<file path="src/rtl/cwp_pkg.sv">
// Shared types and helpers for the register-window controller: op and state encodings,
// the CWP +/-1 wrap step and the WIM rotation applied after a spill or fill.
package cwp_pkg;

    typedef enum logic {
        OP_SAVE    = 1'b0,
        OP_RESTORE = 1'b1
    } op_e;

    typedef enum logic [1:0] {
        S_IDLE = 2'd0,
        S_XFER = 2'd1,
        S_DONE = 2'd2
    } state_e;

    localparam int         MAX_NWIN       = 32;
    localparam int         CWP_MAX_W      = 5;
    localparam logic [7:0] TRAP_COUNT_MAX = 8'd255;

    // nwin need not be a power of two, so both wraps are explicit compares
    function automatic logic [CWP_MAX_W-1:0] cwp_step(input logic [CWP_MAX_W-1:0] cur,
                                                      input op_e op, input int nwin);
        logic [CWP_MAX_W-1:0] last;
        last = CWP_MAX_W'(nwin - 1);
        if (op == OP_SAVE) begin
            if (cur == 5'd0) return last;
            else             return cur - 5'd1;
        end else begin
            if (cur == last) return 5'd0;
            else             return cur + 5'd1;
        end
    endfunction

    // SAVE moves bit i to i-1, RESTORE moves bit i to i+1, both modulo nwin
    function automatic logic [MAX_NWIN-1:0] wim_rotate(input logic [MAX_NWIN-1:0] w,
                                                       input op_e op, input int nwin);
        logic [MAX_NWIN-1:0] r;
        r = '0;
        for (int j = 0; j < MAX_NWIN; j++) begin
            if (j < nwin) begin
                if (op == OP_SAVE) r[j] = w[(j == nwin - 1) ? 0 : j + 1];
                else               r[j] = w[(j == 0) ? nwin - 1 : j - 1];
            end else begin
                r[j] = 1'b0;
            end
        end
        return r;
    endfunction

endpackage

</file>
<file path="src/rtl/cwp_step_unit.sv">
// Combinational next-window calculation: cwp -1 (SAVE) or +1 (RESTORE) modulo NWINDOWS.
module cwp_step_unit
    import cwp_pkg::*;
#(
    parameter int NWINDOWS = 8,
    parameter int CWP_W    = $clog2(NWINDOWS)
) (
    input  logic [CWP_W-1:0] cwp,
    input  op_e              op,
    output logic [CWP_W-1:0] cwp_next
);

    assign cwp_next = CWP_W'(cwp_step(CWP_MAX_W'(cwp), op, NWINDOWS));

endmodule

</file>
<file path="src/rtl/cwp_window_ctrl.sv">
// Owner of CWP and WIM; SAVE/RESTORE that land on an invalid window spill/fill it over the
// memory handshake before committing. Optional trap counter enabled by CWP_TRAP_COUNT_EN.
module cwp_window_ctrl
    import cwp_pkg::*;
#(
    parameter int NWINDOWS    = 8,
    parameter int CWP_W       = $clog2(NWINDOWS),
    parameter int SPILL_WORDS = 16
) (
    input  logic                clk,
    input  logic                rst,
    input  logic                req_valid,
    output logic                req_ready,
    input  logic                req_op,
    input  logic                wim_load,
    input  logic [NWINDOWS-1:0] wim_data,
    output logic [CWP_W-1:0]    cwp,
    output logic [NWINDOWS-1:0] wim,
    output logic                resp_valid,
    output logic                resp_trap,
    output logic                mem_valid,
    input  logic                mem_ready,
    output logic                mem_write,
    output logic [CWP_W-1:0]    mem_win,
    output logic [3:0]          mem_idx
`ifdef CWP_TRAP_COUNT_EN
    ,
    output logic [7:0]          trap_count
`endif
);

    localparam logic [NWINDOWS-1:0] WIM_RST  = {1'b1, {(NWINDOWS-1){1'b0}}};
    localparam logic [3:0]          LAST_IDX = 4'(SPILL_WORDS - 1);

    state_e               state_r, state_n;
    op_e                  op_r, op_n, req_op_s;
    logic [CWP_W-1:0]     cwp_r, cwp_n, new_r, new_n, new_s;
    logic [NWINDOWS-1:0]  wim_r, wim_n, wim_rot_s;
    logic [3:0]           idx_r, idx_n;
    logic                 mem_valid_r, mem_valid_n, mem_write_r, mem_write_n;
    logic                 resp_valid_r, resp_valid_n, resp_trap_r, resp_trap_n;

    assign req_op_s  = op_e'(req_op);
    assign req_ready = (state_r == S_IDLE) & ~wim_load;
    assign wim_rot_s = NWINDOWS'(wim_rotate(MAX_NWIN'(wim_r), op_r, NWINDOWS));

    cwp_step_unit #(.NWINDOWS(NWINDOWS), .CWP_W(CWP_W)) u_step (
        .cwp      (cwp_r),
        .op       (req_op_s),
        .cwp_next (new_s)
    );

    // Next-state and next-output decode for the request/transfer FSM
    always_comb begin
        state_n      = state_r;
        op_n         = op_r;
        cwp_n        = cwp_r;
        new_n        = new_r;
        wim_n        = wim_r;
        idx_n        = idx_r;
        mem_valid_n  = mem_valid_r;
        mem_write_n  = mem_write_r;
        resp_valid_n = 1'b0;
        resp_trap_n  = 1'b0;
        case (state_r)
            S_IDLE: begin
                if (wim_load) begin
                    wim_n = wim_data;
                end else if (req_valid) begin
                    op_n  = req_op_s;
                    new_n = new_s;
                    if (wim_r[new_s]) begin
                        state_n     = S_XFER;
                        idx_n       = 4'd0;
                        mem_valid_n = 1'b1;
                        mem_write_n = (req_op_s == OP_SAVE);
                    end else begin
                        state_n      = S_DONE;
                        cwp_n        = new_s;
                        resp_valid_n = 1'b1;
                    end
                end else begin
                    state_n = S_IDLE;
                end
            end
            S_XFER: begin
                // mem_valid is always high here, so mem_ready alone is the handshake
                if (mem_ready) begin
                    if (idx_r == LAST_IDX) begin
                        state_n      = S_DONE;
                        cwp_n        = new_r;
                        wim_n        = wim_rot_s;
                        idx_n        = 4'd0;
                        mem_valid_n  = 1'b0;
                        mem_write_n  = 1'b0;
                        resp_valid_n = 1'b1;
                        resp_trap_n  = 1'b1;
                    end else begin
                        idx_n = idx_r + 4'd1;
                    end
                end else begin
                    idx_n = idx_r;
                end
            end
            S_DONE: begin
                state_n = S_IDLE;
            end
            default: begin
                state_n = S_IDLE;
            end
        endcase
    end

    // State and output registers; reset abandons any transfer without committing
    always_ff @(posedge clk) begin
        if (rst) begin
            state_r      <= S_IDLE;
            op_r         <= OP_SAVE;
            cwp_r        <= '0;
            new_r        <= '0;
            wim_r        <= WIM_RST;
            idx_r        <= 4'd0;
            mem_valid_r  <= 1'b0;
            mem_write_r  <= 1'b0;
            resp_valid_r <= 1'b0;
            resp_trap_r  <= 1'b0;
        end else begin
            state_r      <= state_n;
            op_r         <= op_n;
            cwp_r        <= cwp_n;
            new_r        <= new_n;
            wim_r        <= wim_n;
            idx_r        <= idx_n;
            mem_valid_r  <= mem_valid_n;
            mem_write_r  <= mem_write_n;
            resp_valid_r <= resp_valid_n;
            resp_trap_r  <= resp_trap_n;
        end
    end

    assign cwp        = cwp_r;
    assign wim        = wim_r;
    assign resp_valid = resp_valid_r;
    assign resp_trap  = resp_trap_r;
    assign mem_valid  = mem_valid_r;
    assign mem_write  = mem_write_r;
    assign mem_win    = new_r;
    assign mem_idx    = idx_r;

`ifdef CWP_TRAP_COUNT_EN
    logic [7:0] trap_count_r;
    logic       trap_done_s;

    assign trap_done_s = (state_r == S_XFER) & mem_ready & (idx_r == LAST_IDX);

    // Saturating count of completed spill/fill traps, visible alongside the response pulse
    always_ff @(posedge clk) begin
        if (rst) begin
            trap_count_r <= 8'd0;
        end else if (trap_done_s && (trap_count_r != TRAP_COUNT_MAX)) begin
            trap_count_r <= trap_count_r + 8'd1;
        end else begin
            trap_count_r <= trap_count_r;
        end
    end

    assign trap_count = trap_count_r;
`endif

endmodule

</file>
<file path="config.mk">
export PLATFORM = sky130hd
export DESIGN_NAME = cwp_window_ctrl
export DESIGN_NICKNAME = d
export VERILOG_FILES = /design/src/rtl/cwp_pkg.sv /design/src/rtl/cwp_step_unit.sv /design/src/rtl/cwp_window_ctrl.sv
export SDC_FILE = /design/constraint.sdc
export NUM_CORES = 1
export LEC_CHECK = 0
export BUFFER_PORTS_ARGS = -buffer_cell sky130_fd_sc_hd__buf_2
export CAP_MARGIN = 20
export CORE_ASPECT_RATIO = 0.6
export CORE_MARGIN = 10
export CORE_UTILIZATION = 52
export DETAILED_ROUTE_END_ITERATION = 10
export PLACE_DENSITY = 0.9
export SYNTH_ARGS = -nofsm -noshare
export SYNTH_HDL_FRONTEND = slang
export SYNTH_HIERARCHICAL = 1
export SYNTH_SLANG_ARGS = --single-unit
export TNS_END_PERCENT = 5
</file>
<file path="constraint.sdc">
create_clock -name clk -period 3.55 [get_ports clk]
set_clock_uncertainty 0.2 [all_clocks]
set_input_delay 0.71 -clock clk [delete_from_list [all_inputs] [get_ports clk]]
set_output_delay 0.71 -clock clk [all_outputs]
set_load 0.02 [all_outputs]
</file>
## After elaboration in Yosys (flattened, before gate mapping)

Index checks and enable logic that the tools add are counted.
Widths: inputs -> output; s select.

| word-level totals | value |
|---|---|
| register bits | 25 |
| input bits | 14 |

| cells by class | value |
|---|---|
| add/subtract/negate cells | 3 |
| $lt $le $gt $ge | 1 |
| eq/ne operators | 10 |
| multiplexer cells | 51 |
| bitwise operators | 4 |
| reductions and logical operators | 10 |

Operator list:

| kind | count |
|---|---|
| $mux 3 | 8 |
| $mux 8 | 3 |
| $mux 1 | 22 |
| $mux 4 | 5 |
| $pmux 8 s2 | 1 |
| $ne 2x2->1 const B | 6 |
| $reduce_and 6->1 | 2 |
| $mux 2 | 5 |
| $pmux 4 s2 | 1 |
| $pmux 1 s2 | 3 |
| $pmux 3 s2 | 1 |
| $reduce_and 3->1 | 2 |
| $reduce_and 5->1 | 1 |
| $add 4x1->4 const B | 1 |
| $eq 4x4->1 const B | 1 |
| $lt 3x4->1 const B | 1 |
| $pmux 2 s2 | 1 |
| $reduce_and 4->1 | 1 |
| $add 3x1->3 const B | 1 |
| $bmux 1 s3 | 1 |
| $eq 3x3->1 const B | 1 |
| $logic_not 3->1 | 1 |
| $not 1->1 | 3 |
| $sub 3x1->3 const B | 1 |
| 6 further kinds | 6 |

## Longest topological paths before layout

Gate-level depths: netlist (run 1).

| depth | value |
|---|---|
| word-level depth | 9 |
| gate-level depth with buffers | 8 |

## Hierarchy

The synthesis (run 1) kept the hierarchy.

Modules (own cells, without submodules):

| module | times used | cells each | area an instance (µm²) |
|---|---|---|---|
| cwp_window_ctrl | 1 | 139 | 1327.5 |
| cwp_step_unit | 1 | 15 | 116.4 |

## Worst setup path before layout (run 1)

No wires, ideal clock.

| timing path | value |
|---|---|
| kind | reg-to-reg |
| start point | register cwp_r[0] (netlist: cwp[0]) |
| end point | register cwp_r[0] (netlist: cwp[0]) |
| arrival | 2268 ps |
| path slack | 943 ps |
| stages on the path, launching flop included | 9 |
| buffers on the path | 0 |
| clock period less this slack | 2607 ps |
| cells stage by stage | dfxtp_1 -> ha_1 -> ha_1 -> a21o_1 -> o21ai_0 -> mux4_2 -> mux2i_4 -> a21o_2 -> a211oi_2 |

| on the way | value |
|---|---|
| cells in the longest elaborated chain, start to end | 7 |
| elaborated cells between the ends (all ways) | 15 |
| those cells by class | add/sub: 2; eq/ne: 2; mux: 9; reduce/logical: 2 |

Ends and longest elaborated chain:

| element | line | source |
|---|---|---|
| start: declaration | cwp_window_ctrl.sv:37 | `logic [CWP_W-1:0] cwp_r, cwp_n, new_r, new_n, new_s;` |
| start signal: assignment | cwp_window_ctrl.sv:130 | `cwp_r <= cwp_n;` |
| $sub 3x1->3, or another cell as far along | cwp_pkg.sv:27 | `else return cur - 5'd1;` |
| $mux 3 (on tied branches) | cwp_pkg.sv:26, cwp_pkg.sv:29 |  |
| $mux 3 * | cwp_pkg.sv:25 | `if (op == OP_SAVE) begin` |
| net new_s[0] | cwp_window_ctrl.sv:37 |  |
| $bmux 1 s3 / $mux 3 (equally long branches) | cwp_window_ctrl.sv:72 | `if (wim_r[new_s]) begin` |
| $mux 1 (implied by the code) / $mux 3 (equally long branches) | cwp_window_ctrl.sv:72, cwp_window_ctrl.sv:69 |  |
| $ne 2x2->1 (no source line) / $mux 3 (equally long branches) | n/a |  |
| $reduce_and 6->1 (no source line) / $pmux 3 s2 (equally long branches) | n/a |  |

Mark *: on every way through the listed nets, which the timed path passes. The rest lies on a longest branch. The select of a mux whose other input is x is not followed.
A chain may end at the register's enable or synchronous reset.

## Final worst setup path (run 1)

| timing path | value |
|---|---|
| start point | register cwp_r[0] (netlist: cwp[0]) |
| end point | register idx_r[1] (netlist: mem_idx[1]) |

| on the way | value |
|---|---|
| cells in the longest elaborated chain, start to end | 7 |
| elaborated cells between the ends (all ways) | 11 |
| those cells by class | add/sub: 2; eq/ne: 2; mux: 5; reduce/logical: 2 |

Ends and longest elaborated chain:

| element | line | source |
|---|---|---|
| $sub 3x1->3, or another cell as far along | cwp_pkg.sv:27 |  |
| $mux 3 (on tied branches) | cwp_pkg.sv:26, cwp_pkg.sv:29 |  |
| $mux 3 * | cwp_pkg.sv:25 |  |
| net new_s[1] | cwp_window_ctrl.sv:37 |  |
| $bmux 1 s3 * | cwp_window_ctrl.sv:72 |  |
| $mux 1 (implied by the code) * | cwp_window_ctrl.sv:72 |  |
| $ne 2x1->1 (no source line) * | n/a |  |
| $reduce_and 5->1 (no source line) * | n/a |  |
| end signal: assignment | cwp_window_ctrl.sv:133 | `idx_r <= idx_n;` |
| end: declaration | cwp_window_ctrl.sv:39 | `logic [3:0] idx_r, idx_n;` |

Marks and branches as above.

==> results of run 1 <==
per-stage QoR:
stage	total power [mW]	setup slack, ns	utilization	instances	instance area (um^2)
finish	0.7333	0.7264	0.6555	219	1688
global route	0.7682	0.6006	0.6555	219	1688
CTS	0.7368	0.7612	0.6555	219	1688
detailed placement	0.5675	0.6949	0.6375	215	1642
global placement	0.5531	0.8362	0.6375	215	1642
floorplan	0.4993	0.9429	-	154	1444
worst paths after layout:
kind / endpoint / slack, ns / depth (start not counted)
worst max-delay path: mem_idx[1] / 0.73 / 8
worst min-delay path: mem_valid / 0.30 / 2
worst max register to register: mem_idx[1] / 0.73 / 8
worst min register to register: mem_valid / 0.30 / 2
worst max-delay path: stages, from the launching register on:
cell and delay (ns):
sky130_fd_sc_hd__dfxtp_1 0.43, sky130_fd_sc_hd__inv_1 0.09, sky130_fd_sc_hd__ha_1 0.32, sky130_fd_sc_hd__nor2b_1 0.14, sky130_fd_sc_hd__a22oi_1 0.36, sky130_fd_sc_hd__mux4_2 0.41, sky130_fd_sc_hd__mux2i_4 0.32, sky130_fd_sc_hd__a221oi_1 0.16
sky130_fd_sc_hd__nor3_1 0.28
cell families after synthesis:
kind of cell / synth area share
AO/OA/AOI/OAI: 0.2539
adder cells (fa/ha/maj): 0.04333
buffers and inverters: 0.03899
flip-flops: 0.3466
multiplexers: 0.1508
AND/OR/NAND/NOR: 0.1664
layer usage:
layer | vias to the layer above | global-route usage | part of all wire
li1 | 639 | - | -
met1 | 635 | 0.1852 | 0.45
met2 | 50 | 0.2355 | 0.45
met3 | 8 | 0.05481 | 0.086
met4 | 0 | 0.04232 | 0.014
met5 | - | 0 | 0
state kept, by name, indices dropped and copies added (netlist names):
register	count
wim	8
mem_idx	4
cwp	3
mem_win	3
state_r	2
mem_valid	1
mem_write	1
op_r	1
resp_trap	1
resp_valid	1
power groups by stage:
stage	clock [mW]	combinational (mW)	sequential, mW
global route	0.180	0.249	0.339
floorplan	0	0.147	0.352
detailed placement	0	0.227	0.340
global placement	0	0.216	0.337
CTS	0.174	0.229	0.333
finish	0.170	0.229	0.334
layout make-up:
cell class | count | area share
multi-input combinational | 115 | 0.5256
sequential | 25 | 0.2965
timing repair buffer | 38 | 0.1156
clock buffer | 3 | 0.02446
tap | 32 | 0.02372
inverter | 5 | 0.01112
clock inverter | 1 | 0.002965
cells in the final DEF (no fill, tap or decap), types with 3 or more instances in the layout:
master / instances
sky130_fd_sc_hd__nand2_1: 17
sky130_fd_sc_hd__mux2i_1: 15
sky130_fd_sc_hd__a21oi_1: 13
sky130_fd_sc_hd__clkbuf_8: 3
sky130_fd_sc_hd__a211oi_2: 4
sky130_fd_sc_hd__a211oi_1: 5
sky130_fd_sc_hd__buf_2: 36
sky130_fd_sc_hd__o211ai_1: 7
sky130_fd_sc_hd__nor2_1: 8
sky130_fd_sc_hd__nor3_1: 3
sky130_fd_sc_hd__ha_1: 5
sky130_fd_sc_hd__inv_1: 5
sky130_fd_sc_hd__dfxtp_1: 25
==> load_flow_metrics.sql, run 1 <==
INSERT INTO impl_metrics (metric_group, metric, value, unit) VALUES
('yosys', 'synth-edff-count', '0', ''),
('detailed_routing', 'post_drt_via_cell_ratio', '6.082', ''),
('clocking', 'cts_sinks', '25', ''),
('clocking', 'postCtsSetupBuffers', '0', ''),
('detailed_routing', 'ant_nets', '0', ''),
('cells_and_area', 'share_of_layout_cells_above_drive_strength_1', '0.2941', ''),
('critical_path', 'r2r_start', 'cwp[0]', ''),
('timing', 'setup_viol', '0', ''),
('power_and_ir_drop', 'switchingPower', '0.2565', 'mW'),
('cells_and_area', 'footprint_of_the_flip_flops_and_latches', '500.5', 'um^2'),
('yosys', 'async_flop_share', '0', ''),
('placement', 'total_half_perimeter_wirelength_after_legalization_and_detailed_placement', '2978', 'um'),
('critical_path', 'critPathLaunch', 'cwp[0]', ''),
('timing', 'hold-worst-slack', '0.2975', 'ns'),
('die', 'dieArea', '5354', 'um^2'),
('min_path', 'class_of_the_tightest_hold_or_removal_check', 'reg -> reg', ''),
('timing', 'final_period_minus_worst_setup_slack', '2.824', 'ns'),
('power_and_ir_drop', 'netSwitchingFraction', '0.3498', ''),
('power_and_ir_drop', 'p_leak', '0.6915', 'nW'),
('die', 'floorplan.die.height', '60.82', 'um'),
('die', 'floorplan.io_pins', '37', ''),
('timing', 'timing.final.crit_share', '0.7954', ''),
('global_routing', 'grt_start_max_net_pins', '27', ''),
('critical_path', 'critical_path.endpoint_type', 'register', ''),
('yosys', 'synth_ff_type', 'sky130_fd_sc_hd__dfxtp_1', ''),
('yosys', 'synth-seq-cells', '25', ''),
('timing', 'hold_viol_final', '0', ''),
('power_and_ir_drop', 'share_comb_of_total_power', '0.312', ''),
('clocking', 'clock_tree.root_cell', 'sky130_fd_sc_hd__clkbuf_8', ''),
('yosys', 'synth_largest_type_area_fraction', '0.3466', ''),
('power_and_ir_drop', 'power_density', '434.5', 'nW/um^2'),
('outcome', 'status', 'completed', ''),
('detailed_routing', 'route.detailed.drc', '0', ''),
('detailed_routing', 'detailedRoute.firstIterationViolations', '197', ''),
('critical_path', 'required', '3.52', 'ns'),
('timing', 'totalNegativeSetupSlack', '0', 'ns'),
('yosys', 'ys_seq_area_frac', '0.3466', ''),
('cells_and_area', 'finalNetCount', '207', ''),
('clocking', 'clock_latency', '0.27', 'ns'),
('global_routing', 'vias_in_the_first_global_route', '1252', ''),
('yosys', 'netlist_area', '1444', 'um^2'),
('clocking', 'cts.htree.levels', '1', ''),
('detailed_routing', 'vias', '1332', ''),
('yosys', 'synth.distinct_cells', '40', ''),
('placement', 'gpl.final_weighted_congestion', '0.8355', ''),
('run', 'max_cap_viol_count', '0', ''),
('power_and_ir_drop', 'cell_internal_pwr', '0.4768', 'mW'),
('yosys', 'postSynthAreaPerCell', '9.376', 'um^2'),
('die', 'floorplan.die.width', '88.03', 'um'),
('cells_and_area', 'antenna_cells_inserted', '0', ''),
('cells_and_area', 'n_fill_cell', '211', ''),
('yosys', 'number_of_nets_in_the_synthesized_netlist', '173', ''),
('min_path', 'min-delay-start', 'mem_valid', ''),
('cells_and_area', 'synthToLayoutAreaGrowth', '16.90', '%'),
('timing', 'worst_slew_pin_slew', '0.5913', 'ns'),
('global_routing', 'grt.total_usage', '0.1480', ''),
('timing', 'grt_setup_unrepaired', 'false', ''),
('cells_and_area', 'multi_input_gate_area', '887.1', 'um^2'),
('die', 'initial_cell_density_of_the_core', '0.5607', ''),
('yosys', 'synth_top_cells_by_count', 'sky130_fd_sc_hd__dfxtp_1, sky130_fd_sc_hd__nand2_1, sky130_fd_sc_hd__mux2i_1, sky130_fd_sc_hd__a21oi_1, sky130_fd_sc_hd__nor2_1', ''),
('clocking', 'post_cts.resized_instances', '0', ''),
('critical_path', 'timing.critical_path.arrival', '2.80', 'ns'),
('power_and_ir_drop', 'max_ir_drop_vdd', '0.2714', 'mV'),
('critical_path', 'timing.critical_path.from_type', 'register', ''),
('detailed_routing', 'routed_wire_per_std_cell', '18.14', 'um'),
('placement', 'port-buffer-count', '36', ''),
('yosys', 'top_cells_by_area_synth', 'sky130_fd_sc_hd__dfxtp_1, sky130_fd_sc_hd__mux2i_1, sky130_fd_sc_hd__a21oi_1', ''),
('timing', 'slew_headroom', '0.6041', ''),
('global_routing', 'number_of_antenna_violations_at_the_first_check_in_global_routing', '0', ''),
('clocking', 'number_of_buffers_created_by_cts', '3', ''),
('critical_path', 'worst-setup-path-type', 'reg -> reg', '');
(Power assumes the default switching activity.)
==> run 2, diff against run 1 <==
==> constraint.sdc (replaced) <==
create_clock -name clk -period 2.9 [get_ports clk]
set_clock_uncertainty 0.2 [all_clocks]
set_input_delay 0.58 -clock clk [delete_from_list [all_inputs] [get_ports clk]]
set_output_delay 0.58 -clock clk [all_outputs]
set_load 0.02 [all_outputs]
==> load_flow_metrics.sql, run 2 (synthesized netlist as in run 1, its figures left out) <==
INSERT INTO impl_metrics (metric_group, metric, value, unit) VALUES
('detailed_routing', 'post_drt_via_cell_ratio', '5.908', ''),
('detailed_routing', 'routed_wire_per_std_cell', '16.63', 'um'),
('critical_path', 'crit_path_max_incr_delay', '0.58', 'ns'),
('clocking', 'clock_tree.root_cell', 'sky130_fd_sc_hd__clkbuf_8', ''),
('timing', 'worst_slew_pin_slew', '0.6307', 'ns'),
('placement', 'gpl.final_weighted_congestion', '0.8492', ''),
('critical_path', 'r2r_start', 'cwp[0]', ''),
('timing', 'hold_viol_final', '0', ''),
('critical_path', 'required', '2.87', 'ns'),
('global_routing', 'vias_in_the_first_global_route', '1274', ''),
('global_routing', 'grt.total_usage', '0.1380', ''),
('critical_path', 'rrSetupSlack', '0.28', 'ns'),
('critical_path', 'cp_top_family', 'multiplexers', ''),
('critical_path', 'r2r_cells', '8', ''),
('clocking', 'tritoncts_clock_tree', 'yes', ''),
('cells_and_area', 'layout_common_cells', 'sky130_fd_sc_hd__buf_2, sky130_fd_sc_hd__dfxtp_1, sky130_fd_sc_hd__nand2_1, sky130_fd_sc_hd__mux2i_1, sky130_fd_sc_hd__a21oi_1', ''),
('critical_path', 'worst-setup-path-type', 'reg -> reg', ''),
('cells_and_area', 'finalNetCount', '206', ''),
('detailed_routing', 'ant_nets', '0', ''),
('clocking', 'cts_sinks', '25', ''),
('die', 'initial_cell_density_of_the_core', '0.5607', ''),
('global_routing', 'grt_pass1_wl', '6030', 'um'),
('run', 'max_cap_viol_count', '0', ''),
('power_and_ir_drop', 'p_clk_frac', '0.230', ''),
('critical_path', 'critical_path.slowest_cell', 'sky130_fd_sc_hd__mux4_2', ''),
('critical_path', 'critical_path.cell_chain', 'ha_1, ha_1, a21o_1, o21ai_2, mux4_2, mux2i_4, a21oi_1, nor3_1', ''),
('timing', 'setup_viol', '0', ''),
('power_and_ir_drop', 'switchingPower', '0.3067', 'mW'),
('power_and_ir_drop', 'power_density', '527.1', 'nW/um^2'),
('timing', 'grt_setup_unrepaired', 'false', ''),
('cells_and_area', 'final_design_area_no_fill', '1689', 'um^2'),
('power_and_ir_drop', 'cell_internal_pwr', '0.5836', 'mW'),
('min_path', 'class_of_the_tightest_hold_or_removal_check', 'reg -> reg', ''),
('critical_path', 'critical_path.endpoint_type', 'register', ''),
('detailed_routing', 'drtPass1Iterations', '4', ''),
('timing', 'slew_headroom', '0.5787', ''),
('min_path', 'min-delay-start', 'mem_valid', ''),
('timing', 'hold-worst-slack', '0.2906', 'ns'),
('critical_path', 'crit_path_frequent_cell', 'sky130_fd_sc_hd__ha_1', ''),
('critical_path', 'timing.critical_path.from_type', 'register', ''),
('critical_path', 'number_of_buffers_and_inverters_on_the_critical_path', '0', ''),
('power_and_ir_drop', 'p_leak', '0.6882', 'nW'),
('placement', 'dpl_worst_slack', '-0.04896', 'ns'),
('timing', 'final_period_minus_worst_setup_slack', '2.622', 'ns'),
('detailed_routing', 'vias', '1288', ''),
('cells_and_area', 'mostFrequentLayoutCell', 'sky130_fd_sc_hd__buf_2', ''),
('die', 'floorplan.io_pins', '37', ''),
('clocking', 'number_of_buffers_created_by_cts', '3', ''),
('min_path', 'hold_path_end', 'mem_valid', ''),
('timing', 'drv_slew', '0', ''),
('die', 'dieArea', '5354', 'um^2'),
('die', 'floorplan.die.height', '60.82', 'um'),
('outcome', 'status', 'completed', ''),
('timing', 'fmax', '381.3', 'MHz'),
('die', 'row_cnt', '14', ''),
('cells_and_area', 'flip_flop_count_of_the_largest_register_all_copies_and_words_added', '8', ''),
('placement', 'port-buffer-count', '36', ''),
('global_routing', 'grt_start_max_net_pins', '27', ''),
('placement', 'total_half_perimeter_wirelength_after_legalization_and_detailed_placement', '2816', 'um'),
('placement', 'placement.cell_area', '1634', 'um^2'),
('clocking', 'cts.clk_slew.worst_paths', '0.08', 'ns'),
('power_and_ir_drop', 'share_comb_of_total_power', '0.312', ''),
('clocking', 'clock_latency', '0.27', 'ns'),
('power_and_ir_drop', 'seqPwrFrac', '0.458', ''),
('detailed_routing', 'route.detailed.drc', '0', ''),
('detailed_routing', 'detailedRoute.firstIterationViolations', '89', ''),
('critical_path', 'crit_path_max_fanout', '10', ''),
('die', 'floorplan.die.width', '88.03', 'um'),
('global_routing', 'number_of_antenna_violations_at_the_first_check_in_global_routing', '0', ''),
('cells_and_area', 'synthToLayoutAreaGrowth', '16.98', '%'),
('placement', 'placed_cells_incl_taps', '214', ''),
('cells_and_area', 'share_of_layout_cells_above_drive_strength_1', '0.3011', ''),
('clocking', 'cts.htree.levels', '1', ''),
('detailed_routing', 'drt_wl_total', '3625', 'um'),
('timing', 'fin_ws', '0.2777', 'ns'),
('critical_path', 'critPathLaunch', 'cwp[0]', ''),
('clocking', 'clock_path_buffers', '2', ''),
('global_routing', 'global_route.overflow_total', '0', ''),
('die', 'core_area', '2575', 'um^2'),
('cells_and_area', 'antenna_cells_inserted', '0', ''),
('timing', 'timing.final.crit_share', '0.9042', ''),
('critical_path', 'r2r_end', 'mem_idx[2]', ''),
('cells_and_area', 'postLayoutCoreUtil', '0.6560', ''),
('power_and_ir_drop', 'netSwitchingFraction', '0.3445', ''),
('cells_and_area', 'final_non_filler_cells', '218', ''),
('critical_path', 'timing.critical_path.arrival', '2.60', 'ns'),
('min_path', 'timing.hold.worst_path_depth', '2', ''),
('power_and_ir_drop', 'max_ir_drop_vdd', '0.2490', 'mV');
run 2: cell count changes in the layout (fill, tap and decap cells not counted), sizes merged:
| cell | previous run | this run |
|---|---|---|
| buf | 38 | 37 |
run 2: power by group through the flow:
stage | logic [mW] | clock network, mW | registers [mW]
floorplan | 0.180 | 0 | 0.431
global placement | 0.263 | 0 | 0.412
detailed placement | 0.272 | 0 | 0.415
CTS | 0.273 | 0.209 | 0.407
global route | 0.306 | 0.222 | 0.413
finish | 0.278 | 0.204 | 0.408
run 2: layout make-up:
cell class | count | area (um^2)
clock buffer | 3 | 41.29
sequential | 25 | 500.5
fill | 224 | 885.9
clock inverter | 1 | 5.005
tap | 32 | 40.04
multi-input combinational | 115 | 895.9
timing repair buffer | 37 | 187.7
inverter | 5 | 18.77
run 2: worst max-delay path by stage:
stage / end / slack, ns / cells past startpoint
final: mem_idx[2] / 0.28 / 8
after global routing: mem_idx[2] / 0.09 / 8
after CTS: mem_idx[2] / 0.03 / 8
after detailed placement: mem_idx[2] / -0.05 / 6
after global placement: cwp[1] / 0.08 / 6
after floorplan: cwp[0] / 0.29 / 8
run 2: worst reg2reg max path, delay by kind of cell, from the launching register on:
family | cells | cell delay, ns
multiplexers | 2 | 0.89
flip-flops | 1 | 0.36
AND/OR/NAND/NOR | 1 | 0.25
adder cells (fa/ha/maj) | 2 | 0.42
AO/OA/AOI/OAI | 3 | 0.42
run 2: metrics by stage:
step	TNS (ns)	total power, mW
finish	0	0.8903
detailed placement	-0.08790	0.6873
floorplan	0	0.6112
CTS	0	0.8894
global route	0	0.9410
global placement	0	0.6749
run 2: timing repair:
item / in CTS / in global routing
gates resized for setup: 0 / 3
hold buffers: 0 / 0
setup endpoints to repair: 0 / 12
setup buffers: 0 / 0
run 2: routing by layer:
layer  wire length, um  GRT usage  vias up  part of all wire
li1                  -          -      635                 -
met1              1754     0.1791      604              0.48
met2              1542     0.2107       45              0.43
met3               299    0.05615        4             0.082
met4                29    0.03118        0            0.0080
met5                 0          0        -                 0
